`config.mk`:
```
export PLATFORM = sky130hd
export DESIGN_NAME = iob_2p_assim_fifo_ctrl
export DESIGN_NICKNAME = d
export VERILOG_FILES = /design/src/rtl/iob_2p_assim_fifo_ctrl_pkg.sv /design/src/rtl/iob_2p_assim_fifo_ctrl.sv
export SDC_FILE = /design/constraint.sdc
export NUM_CORES = 1
export LEC_CHECK = 0
export CORE_MARGIN = 5
export CORE_UTILIZATION = 56
export DETAILED_ROUTE_END_ITERATION = 6
export DONT_BUFFER_PORTS = 1
export GPL_ROUTABILITY_DRIVEN = 0
export PLACE_DENSITY = 0.74
export SLEW_MARGIN = 25
export SYNTH_ARGS = -nofsm -noshare
export SYNTH_HDL_FRONTEND = slang
export SYNTH_SLANG_ARGS = --single-unit
export TNS_END_PERCENT = 20
```
`constraint.sdc`:
```
create_clock -name clk -period 2.69 [get_ports clk]
set_input_delay 0.1345 -clock clk [delete_from_list [all_inputs] [get_ports clk]]
set_output_delay 0.1345 -clock clk [all_outputs]
set_load 0.1 [all_outputs]
```
`src/rtl/iob_2p_assim_fifo_ctrl_pkg.sv`:
```
// Shared sizing helpers for the asymmetric-width FIFO controller: narrow-unit
// width, widest address, per-port unit counts and capacity.
package iob_2p_assim_fifo_ctrl_pkg;

  function automatic int clog2_f(input int value);
    int r;
    r = 0;
    while ((1 << r) < value) r++;
    return r;
  endfunction

  function automatic int min_f(input int a, input int b);
    return (a < b) ? a : b;
  endfunction

  function automatic int max_f(input int a, input int b);
    return (a > b) ? a : b;
  endfunction

  // Number of narrow units carried by one word of width data_w.
  function automatic int units_f(input int data_w, input int other_w);
    return data_w / min_f(data_w, other_w);
  endfunction

  function automatic int cap_f(input int w_addr_w, input int r_addr_w);
    return 1 << max_f(w_addr_w, r_addr_w);
  endfunction

endpackage

```
`src/rtl/iob_2p_assim_fifo_ctrl.sv`:
```
// Single-clock FIFO controller driving both ports of iob_2p_assim_mem.
// Optional sticky overflow/underflow flags under IOB_2P_ASSIM_FIFO_ERR_EN.
module iob_2p_assim_fifo_ctrl
  import iob_2p_assim_fifo_ctrl_pkg::*;
#(
  parameter int W_DATA_W = 16,
  parameter int W_ADDR_W = 6,
  parameter int R_DATA_W = 8,
  parameter int R_ADDR_W = 7
) (
  input  logic                               clk,
  input  logic                               rst_n,
  input  logic                               w_req,
  input  logic [W_DATA_W-1:0]                w_data,
  output logic                               w_full,
  input  logic                               r_req,
  output logic [R_DATA_W-1:0]                r_data,
  output logic                               r_valid,
  output logic                               r_empty,
  output logic [max_f(W_ADDR_W, R_ADDR_W):0] level,
  output logic                               mem_w_en,
  output logic                               mem_w_port_en,
  output logic [W_ADDR_W-1:0]                mem_w_addr,
  output logic [W_DATA_W-1:0]                mem_data_in,
  output logic                               mem_r_port_en,
  output logic [R_ADDR_W-1:0]                mem_r_addr,
  input  logic [R_DATA_W-1:0]                mem_data_out
`ifdef IOB_2P_ASSIM_FIFO_ERR_EN
  ,
  input  logic                               err_clr,
  output logic                               w_ovf,
  output logic                               r_udf
`endif
);

  localparam int MIN_W      = min_f(W_DATA_W, R_DATA_W);
  localparam int MAX_ADDR_W = max_f(W_ADDR_W, R_ADDR_W);
  localparam int WU         = units_f(W_DATA_W, R_DATA_W);
  localparam int RU         = units_f(R_DATA_W, W_DATA_W);
  localparam int CAP        = cap_f(W_ADDR_W, R_ADDR_W);
  localparam int LVL_W      = MAX_ADDR_W + 1;

  if (W_DATA_W * (1 << W_ADDR_W) != R_DATA_W * (1 << R_ADDR_W)) begin : g_bad_size
    $error("iob_2p_assim_fifo_ctrl: write and read sides must cover the same number of bits");
  end
  if ((W_DATA_W % MIN_W != 0) || (R_DATA_W % MIN_W != 0) ||
      ((1 << clog2_f(WU * RU)) != WU * RU)) begin : g_bad_ratio
    $error("iob_2p_assim_fifo_ctrl: width ratio must be a power of two");
  end

  logic [W_ADDR_W-1:0] w_ptr;
  logic [R_ADDR_W-1:0] r_ptr;
  logic                w_acc;
  logic                r_acc;

  assign w_full  = level > LVL_W'(CAP - WU);
  assign r_empty = level < LVL_W'(RU);
  assign w_acc   = w_req & ~w_full;
  assign r_acc   = r_req & ~r_empty;

  assign mem_w_en      = w_acc;
  assign mem_w_port_en = w_acc;
  assign mem_w_addr    = w_ptr;
  assign mem_data_in   = w_data;
  assign mem_r_port_en = r_acc;
  assign mem_r_addr    = r_ptr;
  assign r_data        = mem_data_out;

  // Stage boundary: pointers and level advance; r_valid tracks the memory's one-cycle read.
  always_ff @(posedge clk or negedge rst_n) begin
    if (!rst_n) begin
      w_ptr   <= '0;
      r_ptr   <= '0;
      level   <= '0;
      r_valid <= 1'b0;
    end else begin
      if (w_acc) w_ptr <= w_ptr + W_ADDR_W'(1);
      if (r_acc) r_ptr <= r_ptr + R_ADDR_W'(1);
      level   <= level + (w_acc ? LVL_W'(WU) : '0) - (r_acc ? LVL_W'(RU) : '0);
      r_valid <= r_acc;
    end
  end

`ifdef IOB_2P_ASSIM_FIFO_ERR_EN
  // A fresh violation in the clearing cycle keeps its flag set.
  always_ff @(posedge clk or negedge rst_n) begin
    if (!rst_n) begin
      w_ovf <= 1'b0;
      r_udf <= 1'b0;
    end else begin
      if (err_clr) begin
        w_ovf <= 1'b0;
        r_udf <= 1'b0;
      end
      if (w_req & w_full)  w_ovf <= 1'b1;
      if (r_req & r_empty) r_udf <= 1'b1;
    end
  end
`endif

endmodule
```
==> flow_metrics.env, run 1 <==
export IMPL_syn_mean_instance_area_um2=10.4
export IMPL_synth_seq_cells=22
export IMPL_critical_path_slowest_cell="dfrtp_4"
export IMPL_yosysTopAreaCellShare_pct=37.9
export IMPL_overflow=0
export IMPL_ys_flop_type="dfrtp_1"
export IMPL_num_rows=18
export IMPL_dieArea_um2=3710
export IMPL_finalCritPeriodShare_pct=103
export IMPL_cts_buffer_depth=2
export IMPL_drtAntennaViolNets=0
export IMPL_drt_pass1_iterations=4
export IMPL_worst_ep_required_time_ns=2.90
export IMPL_synth_distinct_cells=27
export IMPL_ys_warn_count=0
export IMPL_cts_tree="done"
export IMPL_root_buffer="clkbuf_4"
export IMPL_path_cells="inv_4, ha_4, or3b_4, o211ai_4, inv_4, ha_4, inv_4, ha_4, inv_2, fa_2, o21bai_4, a311o_1, a21oi_2, xor2_1"
export IMPL_synth_nets=185
export IMPL_route_detailed_drc=0
export IMPL_area_delta_synth_final_pct=27.2
export IMPL_cp_max_fo=3
export IMPL_tns_ns=-0.0837
export IMPL_finalNonFillerCells=195
export IMPL_max_cap_viol_count=0
export IMPL_io_buffer_count=0
export IMPL_slew_viol_final=0
export IMPL_path_class="reg2reg"
export IMPL_ys_seq_area_share_pct=37.9
export IMPL_final_common_cell="buf_4"
export IMPL_max_freq_ghz=0.361
export IMPL_synth_top_area_cell="dfrtp_1"
export IMPL_grt_max_degree=23
export IMPL_clock_latency_ns=0.31
export IMPL_crit_arrival_ns=2.98
export IMPL_clock_skew_ns=0.00558
export IMPL_pin_count=79
export IMPL_synth_edf_count=0
export IMPL_start_util_pct=58.6
export IMPL_grt_use_total_pct=17.2
export IMPL_rsz0062_at_grt="true"
export IMPL_synthArstFlopShare_pct=100
export IMPL_period_needed_ns=2.77
export IMPL_place_inst=180
export IMPL_die_h_um=60.9
export IMPL_setup_slack_ns=-0.0837
export IMPL_syn_inst=139
export IMPL_cts_sinks=22
export IMPL_cts_inserted_buffers=3
export IMPL_num_vias=1002
export IMPL_fillers=163
export IMPL_multi_input_area_um2=742
export IMPL_mostFrequentLayoutCells="buf_4 (44), dfrtp_1 (15), inv_1 (11), xnor2_1 (11), ha_1 (11)"
export IMPL_routed_wl_mm=3.09
export IMPL_post_synth_instance_area_um2=1450
export IMPL_cp_slowest_stage_delay_ns=0.52
export IMPL_die_x_um=60.9
export IMPL_status="finished with violations"
export IMPL_vias_per_cell=5.14
export IMPL_wire_per_inst_um=15.9
export IMPL_dp_hpwl_mm=2.25
export IMPL_grt_first_pass_wirelength_mm=4.77
export IMPL_violations="negative setup slack"
export IMPL_setup_viol=1
export IMPL_synth_area_leaders="dfrtp_1 (38%), ha_1 (15%), buf_4 (13%)"
export IMPL_cts_max_level=1
export IMPL_hold_viol=0
export IMPL_drtIter0Drc=36
export IMPL_cp_start_kind="register"
export IMPL_path_clk_slew_ns=0.13
export IMPL_drive_gt1_share_pct=50.3
export IMPL_hp_class="in2reg"
export IMPL_layout_nets=212
export IMPL_cp_end_kind="register"
export IMPL_grt_pass1_vias=1034
export IMPL_core_um2=2480
export IMPL_tightest_slew_ns=0.863
export IMPL_slew_headroom_pct=42.5
export IMPL_hold_ws_ns=0.111
export IMPL_seq_area_um2=574
export IMPL_diodes=0
export IMPL_antenna_found_initial=0
cell type report:
type / count / share of cell area, %
tap: 30 / 2.03
sequential: 22 / 31.1
multi-input combinational: 73 / 40.2
clock buffer: 4 / 1.96
timing repair buffer: 47 / 20.2
inverter: 19 / 4.54
path summary, 6_finish.rpt:
check / from / endpoint / slack (ns) / depth (start not counted)
max in group asynchronous: rst_n / level[4] / 1.98 / 2
worst min register to register: mem_r_addr[6] / mem_r_addr[6] / 0.48 / 1
worst min-delay path: r_req / level[0] / 0.11 / 4
worst max-delay path: level[2] / level[7] / -0.08 / 14
worst max register to register: level[2] / level[7] / -0.08 / 14
min in group asynchronous: rst_n / mem_r_addr[6] / 0.34 / 2
registers in the layout, indices dropped and copies added, names as in the netlist:
signal      flops
r_valid         1
mem_w_addr      6
level           8
mem_r_addr      7
worst max-delay path: cells and delay by family, from the launching register on:
kind	cells	cell delay (ns)
flip-flops	1	0.52
adder cells (fa/ha/maj)	4	0.77
XOR/XNOR	1	0.15
buffers and inverters	4	0.21
AO/OA/AOI/OAI	4	0.63
AND/OR/NAND/NOR	1	0.39
kinds of logic after synthesis:
| logic type | share of synthesized area, % |
|---|---|
| flip-flops | 37.9 |
| XOR/XNOR | 9.65 |
| AO/OA/AOI/OAI | 5.35 |
| AND/OR/NAND/NOR | 10.7 |
| adder cells (fa/ha/maj) | 16.0 |
| buffers and inverters | 18.0 |
| multiplexers | 2.33 |
Yosys cell counts, drive strengths merged (2+ instances only):
cell type,count
buf,25
dfrtp,22
inv,19
ha,17
xnor2,11
nand2,8
a21oi,6
nand4,5
nor2,5
xor2,5
nand2b,2
layer usage:
layer | global-route usage [%] | part of all wire [%] | up-vias
li1 | - | - | 475
met1 | 17.9 | 37 | 467
met2 | 31.9 | 51 | 44
met3 | 5.53 | 9.1 | 16
met4 | 6.81 | 3.6 | 0
met5 | 0 | 0 | -
timing repair:
| item | CTS | global route |
|---|---|---|
| endpoints found under the setup margin | 2 | 4 |
| buffers inserted | 7 | 2 |
| hold buffers | 1 | 1 |
| gates resized for setup | 7 | 14 |
| pin swaps | 4 | 9 |
| endpoints found under the hold margin | 22 | 22 |
| cloned | 0 | 0 |
per-stage QoR:
step / cell area [um2] / utilization, % / setup WS, ns
floorplan: 1500 / - / -0.829
global placement: 1650 / 66.5 / -0.0919
detailed placement: 1650 / 66.5 / -0.155
CTS: 1760 / 71.0 / -0.124
global route: 1850 / 74.5 / -0.168
finish: 1850 / 74.5 / -0.0837
Power of run 1 is left out: the tool's default activity adds up to more than one toggle a clock period on the data nets, which glitch-free logic cannot reach.
==> inputs of run 2 (changes only) <==
==> constraint.sdc (replaced) <==
create_clock -name clk -period 2.69 [get_ports clk]
set_input_delay 0.1345 -clock clk [delete_from_list [all_inputs] [get_ports clk]]
set_output_delay 0.1345 -clock clk [all_outputs]
set_load 0.02 [all_outputs]
==> flow_metrics.env, run 2 (synthesized netlist as in run 1, its figures left out) <==
export IMPL_final_common_cell="buf_4"
export IMPL_grt_use_met3_pct=8.09
export IMPL_route_detailed_drc=0
export IMPL_max_cap_viol_count=0
export IMPL_worst_ep_required_time_ns=2.89
export IMPL_busiest_layer="met2"
export IMPL_cp_end_kind="register"
export IMPL_layout_nets=190
export IMPL_dieArea_um2=3710
export IMPL_cts_tree="done"
export IMPL_crit_arrival_ns=2.95
export IMPL_cp_start_kind="register"
export IMPL_finalCritPeriodShare_pct=102
export IMPL_cts_inserted_buffers=3
export IMPL_cts_max_level=1
export IMPL_overflow=0
export IMPL_dp_hpwl_mm=2.25
export IMPL_fin_util_pct=62.6
export IMPL_setup_slack_ns=-0.0591
export IMPL_grt_first_pass_wirelength_mm=4.54
export IMPL_num_vias=927
export IMPL_gr_usage_met2_pct=28.5
export IMPL_diodes=0
export IMPL_grt_pass1_vias=984
export IMPL_leakagePower_nw=0.758
export IMPL_pre_cts_ws_ns=-0.106
export IMPL_num_rows=18
export IMPL_grt_use_total_pct=16.4
export IMPL_slew_headroom_pct=66.0
export IMPL_finalNonFillerCells=173
export IMPL_critical_path_slowest_cell="dfrtp_2"
export IMPL_status="finished with violations"
export IMPL_cp_max_fo=3
export IMPL_area_delta_synth_final_pct=6.90
export IMPL_setup_viol=1
export IMPL_tightest_slew_ns=0.512
export IMPL_mostFrequentLayoutCells="buf_4 (23), dfrtp_1 (17), ha_1 (14), inv_1 (13), xnor2_1 (11)"
export IMPL_grt_max_degree=23
export IMPL_violations="negative setup slack"
export IMPL_cts_sinks=22
export IMPL_drtAntennaViolNets=0
export IMPL_hold_ws_ns=0.109
export IMPL_clock_latency_ns=0.30
export IMPL_path_clk_slew_ns=0.12
export IMPL_io_buffer_count=0
export IMPL_hold_viol=0
export IMPL_max_freq_ghz=0.364
export IMPL_drive_gt1_share_pct=35.7
export IMPL_vdd_ir_drop_max_mv=0.955
export IMPL_vias_per_cell=5.36
export IMPL_dpl_cell_area_um2=1420
export IMPL_stdcell_area_um2=1550
export IMPL_period_needed_ns=2.75
export IMPL_drt_pass1_iterations=4
export IMPL_largest_register_ffs=8
export IMPL_cp_num_buf_inv=4
export IMPL_core_um2=2480
export IMPL_path_class="reg2reg"
export IMPL_cts_buffer_depth=2
export IMPL_hp_class="in2reg"
export IMPL_start_util_pct=58.6
export IMPL_routed_wl_mm=2.96
export IMPL_pwr_density_cell_nw_per_um2=1510
export IMPL_root_buffer="clkbuf_4"
export IMPL_clock_skew_ns=0.00880
export IMPL_crit_top_cell="inv_2"
export IMPL_slew_viol_final=0
export IMPL_grtUsageMet1_pct=16.2
export IMPL_drtIter0Drc=42
export IMPL_antenna_found_initial=0
export IMPL_place_inst=158
export IMPL_crit_family="adder cells"
export IMPL_path_cells="inv_2, ha_1, or3b_4, o211ai_4, inv_4, ha_2, inv_2, ha_2, inv_2, fa_2, o21bai_1, a311o_1, a21oi_2, xor2_1"
export IMPL_pin_count=79
export IMPL_top_register="level"
export IMPL_rsz0062_at_grt="true"
export IMPL_die_x_um=60.9
export IMPL_die_h_um=60.9
export IMPL_cp_slowest_stage_delay_ns=0.44
export IMPL_wire_per_inst_um=17.1
run 2: timing repair:
item | in CTS | in global routing
buffers inserted | 6 | 3
endpoints found under the setup margin | 1 | 3
pin swaps | 5 | 5
endpoints found under the hold margin | 22 | 22
resized for setup | 8 | 2
gates cloned | 0 | 0
hold buffers | 1 | 1
run 2: layout make-up:
type / count / area [um2]
tap: 30 / 37.5
sequential: 22 / 557
multi-input combinational: 73 / 669
inverter: 19 / 73.8
fill: 207 / 926
timing repair buffer: 25 / 188
clock buffer: 4 / 26.3
run 2: worst paths after layout:
kind                               start       endpoint  slack, ns  depth (start not counted)
max reg2reg                     level[2]       level[7]      -0.06                         14
max in group asynchronous          rst_n       level[2]       1.97                          2
max                             level[2]       level[7]      -0.06                         14
min                                r_req  mem_r_addr[0]       0.11                          3
min in group asynchronous          rst_n       level[6]       0.35                          2
min reg2reg                mem_r_addr[6]  mem_r_addr[6]       0.61                          1
run 2: worst register-to-register path, delay by kind of cell (launching register included):
| kind | cells | cell delay [ns] |
|---|---|---|
| buffers and inverters | 4 | 0.19 |
| flip-flops | 1 | 0.44 |
| AO/OA/AOI/OAI | 4 | 0.68 |
| XOR/XNOR | 1 | 0.13 |
| adder cells (fa/ha/maj) | 4 | 0.82 |
| AND/OR/NAND/NOR | 1 | 0.39 |
run 2: where the power goes:
| part | internal, mW | switching [mW] | leakage [nW] |
|---|---|---|---|
| Combinational | 0.674 | 0.721 | 0.481 |
| Sequential | 0.506 | 0.283 | 0.261 |
| Clock | 0.0578 | 0.0960 | 0.0150 |
run 2: stage by stage:
stage / TNS [ns] / total power, mW
after floorplan: -0.204 / 1.68
after global placement: -0.0103 / 1.93
after detailed placement: -0.106 / 2.01
after CTS: -0.0766 / 2.28
after global routing: -0.296 / 2.54
final: -0.0591 / 2.34
run 2: routing by layer:
layer	share of wire [%]	up-vias
met5	0	-
met4	3.8	0
met3	12	22
met2	52	43
met1	33	436
li1	-	426
Note: power is estimated with default switching activity, not from simulation.
==> inputs of run 3 (changes only) <==
--- a/config.mk
+++ b/config.mk
@@ -6,11 +6,11 @@
 export NUM_CORES = 1
 export LEC_CHECK = 0
 export CORE_MARGIN = 5
-export CORE_UTILIZATION = 56
+export CORE_UTILIZATION = 65
 export DETAILED_ROUTE_END_ITERATION = 6
 export DONT_BUFFER_PORTS = 1
 export GPL_ROUTABILITY_DRIVEN = 0
-export PLACE_DENSITY = 0.74
+export PLACE_DENSITY = 0.81
 export SLEW_MARGIN = 25
 export SYNTH_ARGS = -nofsm -noshare
 export SYNTH_HDL_FRONTEND = slang
==> constraint.sdc (replaced) <==
create_clock -name clk -period 3.2 [get_ports clk]
set_input_delay 0.16 -clock clk [delete_from_list [all_inputs] [get_ports clk]]
set_output_delay 0.16 -clock clk [all_outputs]
set_load 0.02 [all_outputs]
==> flow_metrics.env, run 3 (synthesized netlist as in run 1, its figures left out) <==
export IMPL_status="complete, no violations"
export IMPL_dp_hpwl_mm=2.22
export IMPL_diodes=0
export IMPL_io_buffer_count=0
export IMPL_grt_use_total_pct=17.1
export IMPL_core_um2=2170
export IMPL_crit_path_start="level[2]"
export IMPL_path_class="reg2reg"
export IMPL_die_h_um=57.3
export IMPL_crit_family="adder cells"
export IMPL_finalCritPeriodShare_pct=93.8
export IMPL_max_cap_viol_count=0
export IMPL_max_freq_ghz=0.333
export IMPL_cp_start_kind="register"
export IMPL_drt_pass1_iterations=5
export IMPL_critical_path_reg2reg_startpoint="level[2]"
export IMPL_cts_tree="done"
export IMPL_cts_buffer_depth=2
export IMPL_hold_viol=0
export IMPL_vdd_ir_drop_max_mv=0.777
export IMPL_critical_path_slowest_cell="dfrtp_1"
export IMPL_crit_arrival_ns=3.19
export IMPL_whs_path_depth=2
export IMPL_pwr_density_cell_nw_per_um2=1230
export IMPL_slew_headroom_pct=65.1
export IMPL_path_cells="inv_1, ha_1, or3b_4, o211ai_4, inv_4, ha_1, inv_1, ha_1, inv_1, fa_1, o21bai_1, a311o_1, a21oi_1, xor2_1"
export IMPL_worst_ep_required_time_ns=3.39
export IMPL_period_needed_ns=3.00
export IMPL_r2r_end="level[7]"
export IMPL_stdcell_area_um2=1400
export IMPL_cp_slowest_stage_delay_ns=0.40
export IMPL_path_clk_slew_ns=0.12
export IMPL_num_vias=849
export IMPL_route_detailed_drc=0
export IMPL_start_util_pct=66.9
export IMPL_largest_register_ffs=8
export IMPL_r2r_slack_ns=0.20
export IMPL_cp_end_kind="register"
export IMPL_pre_cts_ws_ns=0.187
export IMPL_power_mw=1.72
export IMPL_hp_class="in2reg"
export IMPL_setup_slack_ns=0.200
export IMPL_rr_worst_depth=14
export IMPL_area_delta_synth_final_pct=-3.79
export IMPL_tightest_slew_ns=0.525
export IMPL_cp_max_fo=7
export IMPL_pin_count=79
export IMPL_die_x_um=57.3
export IMPL_drive_gt1_share_pct=15.1
export IMPL_slew_viol_final=0
export IMPL_num_rows=17
export IMPL_finalNonFillerCells=154
export IMPL_vias_per_cell=5.51
export IMPL_grt_max_degree=23
export IMPL_cts_max_level=1
export IMPL_tns_ns=0
export IMPL_post_cts_buffers=0
export IMPL_grt_pass1_vias=889
export IMPL_drtAntennaViolNets=0
export IMPL_rsz0062_at_grt="false"
export IMPL_crit_path_end="level[7]"
export IMPL_mostFrequentLayoutCells="dfrtp_1 (22), inv_1 (18), ha_1 (17), xnor2_1 (11), nand2_1 (8)"
export IMPL_leakagePower_nw=0.692
export IMPL_setup_viol=0
export IMPL_place_inst=148
export IMPL_fin_util_pct=64.4
export IMPL_clock_skew_ns=0.00746
export IMPL_clock_latency_ns=0.30
export IMPL_cts_inserted_buffers=3
export IMPL_top_register="level"
export IMPL_overflow=0
export IMPL_layout_nets=173
export IMPL_dpl_cell_area_um2=1340
export IMPL_final_common_cell="dfrtp_1"
export IMPL_routed_wl_mm=2.69
export IMPL_cp_depth=14
export IMPL_grt_first_pass_wirelength_mm=4.44
export IMPL_cp_num_buf_inv=4
export IMPL_antenna_found_initial=0
export IMPL_dieArea_um2=3280
export IMPL_cts_sinks=22
export IMPL_root_buffer="clkbuf_4"
export IMPL_hold_ws_ns=0.0568
export IMPL_drtIter0Drc=22
export IMPL_wire_per_inst_um=17.5
## run 3: final cells by class
class	instances	area, um2
Fill cell	176	773
Multi-Input combinational cell	73	641
Sequential cell	22	551
Inverter	19	73.8
Timing Repair Buffer	8	60.1
Clock buffer	4	36.3
Tap cell	28	35.0
## run 3: layer usage
metal	GRT usage, %	vias to the layer above	part of all wire [%]
met5	0	-	0
met3	4.98	11	9.8
met4	7.95	0	2.2
li1	-	394	-
met1	19.9	394	37
met2	28.9	50	51
## run 3: power breakdown
group	leakage [nW]	internal [mW]	switching, mW
sequential	0.266	0.419	0.262
clock	0.0210	0.0694	0.0826
combinational	0.404	0.393	0.497
## run 3: worst reg2reg max path: cells and delay by family (launching register included)
kind	cells	cell delay, ns
adder cells (fa/ha/maj)	4	0.92
AO/OA/AOI/OAI	4	0.71
flip-flops	1	0.40
buffers and inverters	4	0.32
XOR/XNOR	1	0.14
AND/OR/NAND/NOR	1	0.39
## run 3: worst min-delay path by stage
stage | from | endpoint
finish | r_req | mem_r_addr[0]
global route | r_req | mem_r_addr[0]
CTS | r_req | mem_r_addr[0]
detailed placement | rst_n | mem_r_addr[3]
global placement | rst_n | mem_r_addr[3]
floorplan | rst_n | level[0]
## run 3: what timing repair did
action / in CTS / in global routing
hold buffers: 1 / 1
hold endpoints to repair: 22 / 22
setup endpoints to repair: 0 / 1
resized for setup: 0 / 1
